--- config.mk ---
export PLATFORM = sky130hd
export DESIGN_NAME = mips_multicycle_control
export DESIGN_NICKNAME = d
export VERILOG_FILES = /design/src/rtl/mips_multicycle_control.sv
export SDC_FILE = /design/constraint.sdc
export NUM_CORES = 1
export LEC_CHECK = 0
export ABC_AREA = 1
export BUFFER_PORTS_ARGS = -buffer_cell sky130_fd_sc_hd__buf_2
export CAP_MARGIN = 15
export CORE_AREA = 2 2 39 41
export CTS_CLUSTER_DIAMETER = 200
export DETAILED_ROUTE_END_ITERATION = 8
export DIE_AREA = 0 0 41 43
export PLACE_DENSITY_LB_ADDON = 0.1
export SLEW_MARGIN = 10
export SYNTH_ARGS = -nofsm -noshare
export SYNTH_HDL_FRONTEND = slang
export SYNTH_SLANG_ARGS = --single-unit
--- constraint.sdc ---
create_clock -name clk -period 0.9 [get_ports clk]
set_input_delay 0.09 -clock clk [delete_from_list [all_inputs] [get_ports clk]]
set_output_delay 0.09 -clock clk [all_outputs]
set_load 0.05 [all_outputs]
--- src/rtl/mips_multicycle_control.sv ---
// Multicycle MIPS main control: Moore FSM sequencing datapath enables,
// mux selects and AluOp per instruction; flags unsupported opcodes.
module mips_multicycle_control #(
  parameter logic [5:0] OP_RTYPE = 6'b000000,
  parameter logic [5:0] OP_LW    = 6'b100011,
  parameter logic [5:0] OP_SW    = 6'b101011,
  parameter logic [5:0] OP_BEQ   = 6'b000100,
  parameter logic [5:0] OP_J     = 6'b000010
) (
  input  logic       clk,
  input  logic       reset,
  input  logic [5:0] Op,
  output logic       PCWrite,
  output logic       PCWriteCond,
  output logic       IorD,
  output logic       MemRead,
  output logic       MemWrite,
  output logic       IRWrite,
  output logic       MemtoReg,
  output logic       RegDst,
  output logic       RegWrite,
  output logic       AluSrcA,
  output logic [1:0] AluSrcB,
  output logic [1:0] AluOp,
  output logic [1:0] PCSource,
  output logic       Illegal,
  output logic [3:0] State
);

  localparam logic [3:0] S_FETCH      = 4'd0;
  localparam logic [3:0] S_DECODE     = 4'd1;
  localparam logic [3:0] S_MEM_ADDR   = 4'd2;
  localparam logic [3:0] S_MEM_READ   = 4'd3;
  localparam logic [3:0] S_MEM_WB     = 4'd4;
  localparam logic [3:0] S_MEM_WRITE  = 4'd5;
  localparam logic [3:0] S_EXECUTE    = 4'd6;
  localparam logic [3:0] S_R_COMPLETE = 4'd7;
  localparam logic [3:0] S_BRANCH     = 4'd8;
  localparam logic [3:0] S_JUMP       = 4'd9;

  logic [3:0] state_q;
  logic [3:0] state_d;
  logic       is_mem;
  logic       op_ok;

  assign is_mem = (Op == OP_LW) || (Op == OP_SW);
  assign op_ok  = is_mem || (Op == OP_RTYPE) ||
                  (Op == OP_BEQ) || (Op == OP_J);

  always_ff @(posedge clk or posedge reset) begin
    if (reset) state_q <= S_FETCH;
    else       state_q <= state_d;
  end

  always_comb begin
    state_d = S_FETCH;
    unique case (state_q)
      S_FETCH: state_d = S_DECODE;
      S_DECODE: begin
        if (is_mem)              state_d = S_MEM_ADDR;
        else if (Op == OP_RTYPE) state_d = S_EXECUTE;
        else if (Op == OP_BEQ)   state_d = S_BRANCH;
        else if (Op == OP_J)     state_d = S_JUMP;
        else                     state_d = S_FETCH;
      end
      // Op is re-checked here so a corrupted IR falls back to fetch
      S_MEM_ADDR: begin
        if (Op == OP_LW)      state_d = S_MEM_READ;
        else if (Op == OP_SW) state_d = S_MEM_WRITE;
        else                  state_d = S_FETCH;
      end
      S_MEM_READ: state_d = S_MEM_WB;
      S_EXECUTE:  state_d = S_R_COMPLETE;
      default:    state_d = S_FETCH;
    endcase
  end

  always_comb begin
    PCWrite     = 1'b0;
    PCWriteCond = 1'b0;
    IorD        = 1'b0;
    MemRead     = 1'b0;
    MemWrite    = 1'b0;
    IRWrite     = 1'b0;
    MemtoReg    = 1'b0;
    RegDst      = 1'b0;
    RegWrite    = 1'b0;
    AluSrcA     = 1'b0;
    AluSrcB     = 2'b00;
    AluOp       = 2'b00;
    PCSource    = 2'b00;
    unique case (state_q)
      S_FETCH: begin
        MemRead = 1'b1;
        IRWrite = 1'b1;
        AluSrcB = 2'b01;
        PCWrite = 1'b1;
      end
      S_DECODE: AluSrcB = 2'b11;
      S_MEM_ADDR: begin
        AluSrcA = 1'b1;
        AluSrcB = 2'b10;
      end
      S_MEM_READ: begin
        MemRead = 1'b1;
        IorD    = 1'b1;
      end
      S_MEM_WB: begin
        RegWrite = 1'b1;
        MemtoReg = 1'b1;
      end
      S_MEM_WRITE: begin
        MemWrite = 1'b1;
        IorD     = 1'b1;
      end
      S_EXECUTE: begin
        AluSrcA = 1'b1;
        AluOp   = 2'b10;
      end
      S_R_COMPLETE: begin
        RegWrite = 1'b1;
        RegDst   = 1'b1;
      end
      S_BRANCH: begin
        AluSrcA     = 1'b1;
        AluOp       = 2'b01;
        PCWriteCond = 1'b1;
        PCSource    = 2'b01;
      end
      S_JUMP: begin
        PCWrite  = 1'b1;
        PCSource = 2'b10;
      end
      default: ;
    endcase
  end

  assign Illegal = (state_q == S_DECODE) && !op_ok;
  assign State   = state_q;

endmodule
==> summary.md <==
| Metric | Value |
|---|---|
| Crit path cell chain | inv_2 > nand2_4 > nor2_4 > inv_2 > o21ai_4 > buf_6 |
| Skew final | 0.00157 ns |
| Worst Setup Start Kind | flop |
| Synth Net Count | 83 |
| Fillers | 69 |
| Worst hold stages | 4 |
| Worst setup margin | -0.544 ns |
| Final ANT Viol Nets | 0 |
| FF+latch area | 105 sq um |
| Sink Count | 4 |
| GR Util All Layers | 22.3% |
| DIE WIDTH | 41 um |
| Setup-failing EPs final | 25 |
| Post-synth top area cell | dfrtp_1 |
| Worst hold-check path type | input pin to flop |
| Max-cap violations | 0 |
| # port buffers | 28 |
| Commonest non-fill, non-tap cell in the layout | buf_6 |
| Crit path buffers/inverters | 3 |
| Core region area | 0.00138 sq mm |
| Pleak | 0.000582 uW |
| TNS Setup | -10.57 ns |
| Clock-pin slew on the worst setup and hold paths | 0.04 ns |
| FMAX | 0.693 GHz |
| Register bit total from synthesis | 4 |
| Seq/Total Area, Yosys | 22.4% |
| Slowest stage delay, CP | 0.44 ns |
| RSZ-0062 raised after global routing | yes |
| Slowest cell on the critical path | dfrtp_2 |
| Slew @ Worst Pin | 0.271 ns |
| First-pass GRT wire length | 2660 um |
| Status | complete, but fails checks |
| Layout area overhead | 174% |
| Vias | 716 |
| Die area | 0.00176 sq mm |
| Post-route clock period utilization | 160% |
| Gr ovfl total | 0 |
| Initial DRC Count | 12 |
| Initial antenna violation count | 0 |
| Avg Cell Area, Syn | 5.96 sq um |
| Shortest period the worst path allows | 1.44 ns |
| Final slew viol count | 0 |
| WL/cell | 16.2 um |
| Worst Path Required | 0.81 ns |
| Yosys cell types | 17 |
| Fin. Hold Viols | 0 |
| CTS Buffer Depth | 2 |
| Top-area cell type share of the netlist area | 22.4% |
| Die Y | 43 um |
| Crit path depth | 6 |
| Antenna fix cells | 0 |
| DRT Wirelength | 2360 um |
| Clock latency on the worst-skew pair | 0.25 ns |
| Worst hold margin | 0.183 ns |
| Top cells by area, synth | dfrtp_1 22%, nor2_1 14%, nand2_1 11% |
| TritonRoute pass-1 iters | 4 |
| Most frequent cells in the layout | 18 x buf_6, 13 x buf_4, 12 x nor2_4 |
| RD Place Congestion | 0.773 |
| Initial Utilization | 32.3% |
| Dpl hpwl | 1130 um |
| CP endpoint kind | primary output |
| Num CTS Buffers | 3 |
| DRC | 0 |
| Fraction of layout cells with a size suffix above 1 | 73.6% |
| Site Rows | 14 |
| Area occupied by multi-input gates | 465 sq um |
| Ratio of total power to cell area | 2540 mW/mm^2 |
| Slew headroom | 81.9% |
| Worst setup path class | flop to primary output |
| Top cell by count, worst path | inv_2 |
| Clock root cell | clkbuf_4 |
| Delay-heaviest family, CP | flip-flops |
| CP Max Fanout | 4 |
| Failing checks | negative setup slack |
| Via/cell ratio | 4.94 |
| Largest net degree at the start of global routing | 7 |
| Vias in the first global route | 630 |
| Reg2reg path depth | 6 |
| YS warnings | 0 |
| # IOs | 29 |
| DP Area | 877 sq um |
| Total Power | 3110 uW |
| Peak supply drop | 1.75 mV |
| Worst Path Arrival | 1.35 ns |
| H-tree levels | 1 |
| Largest register FFs | 4 |
| Synth Instances | 75 |
| Cell area after layout | 0.00122 sq mm |
| Synth Cell Area | 447 sq um |
| TritonCTS clock tree | done |
| Layout net count | 139 |
cells by family (layout without fill, tap and decap cells):
group                  Yosys count  in the layout  synth area share [%]
AOI/OAI and AO/OA                6              6                  7.00
buffers and inverters           16             70                  14.3
DFF                              4              4                  22.4
and+or+nand+nor                 49             49                  56.3
layer usage:
metal / up-vias / wire length (um) / track usage [%]
met5: - / 0 / 0
met4: 0 / 74 / 6.00
met3: 11 / 89 / 3.14
met2: 35 / 1320 / 44.1
met1: 332 / 871 / 21.1
li1: 338 / - / -
tightest hold or removal path, delay by kind of cell:
family / cells / cell delay (ns)
buf+inv: 2 / 0.15
simple gates: 2 / 0.14
cell type report:
| class | instances | share of cell area [%] |
|---|---|---|
| tap | 16 | 1.64 |
| timing repair buffer | 52 | 44.6 |
| inverter | 15 | 5.22 |
| sequential | 4 | 8.60 |
| clock buffer | 3 | 1.84 |
| multi-input combinational | 55 | 38.1 |
stage by stage:
| step | util [%] | instances | setup WS, ns |
|---|---|---|---|
| finish | 88.3 | 145 | -0.544 |
| global route | 88.3 | 145 | -0.573 |
| CTS | 79.7 | 141 | -0.473 |
| detailed placement | 63.4 | 135 | -0.344 |
| global placement | 63.4 | 135 | -0.319 |
| floorplan | - | 75 | -0.549 |
cell usage after synthesis:
library cell,n
nand3_2,1
dfrtp_1,4
nand3_1,7
nor2_2,3
nand3b_1,1
nand2_1,13
nor2_1,17
o22ai_1,1
o21ai_1,3
nand2_2,3
buf_4,1
nand4_1,1
inv_2,4
nor2_8,1
inv_1,11
a21oi_1,2
nand2_4,2
repair_timing:
action                                  CTS  global route
hold buffers                              1             0
endpoints found under the setup margin   25            25
resized for setup                        54            18
pin swaps                                 6             8
endpoints found under the hold margin     4             0
buffers inserted                          2             4
final timing paths:
| path | from | end | slack [ns] |
|---|---|---|---|
| worst max-delay path | State[0] | PCWrite | -0.54 |
| worst min-delay path | Op[3] | State[1] | 0.18 |
| worst max register to register | State[1] | State[0] | -0.48 |
| max in group asynchronous | reset | State[0] | 0.45 |
| worst min register to register | State[2] | State[3] | 0.88 |
| min in group asynchronous | reset | State[3] | 0.27 |
where the power goes:
| group | switching, uW | leakage (uW) | internal, uW |
|---|---|---|---|
| Clock | 104 | 0.0000138 | 151 |
| Sequential | 53.1 | 0.0000475 | 214 |
| Combinational | 1450 | 0.000520 | 1130 |
| Total | 1610 | 0.000582 | 1500 |
(Power assumes the default switching activity.)
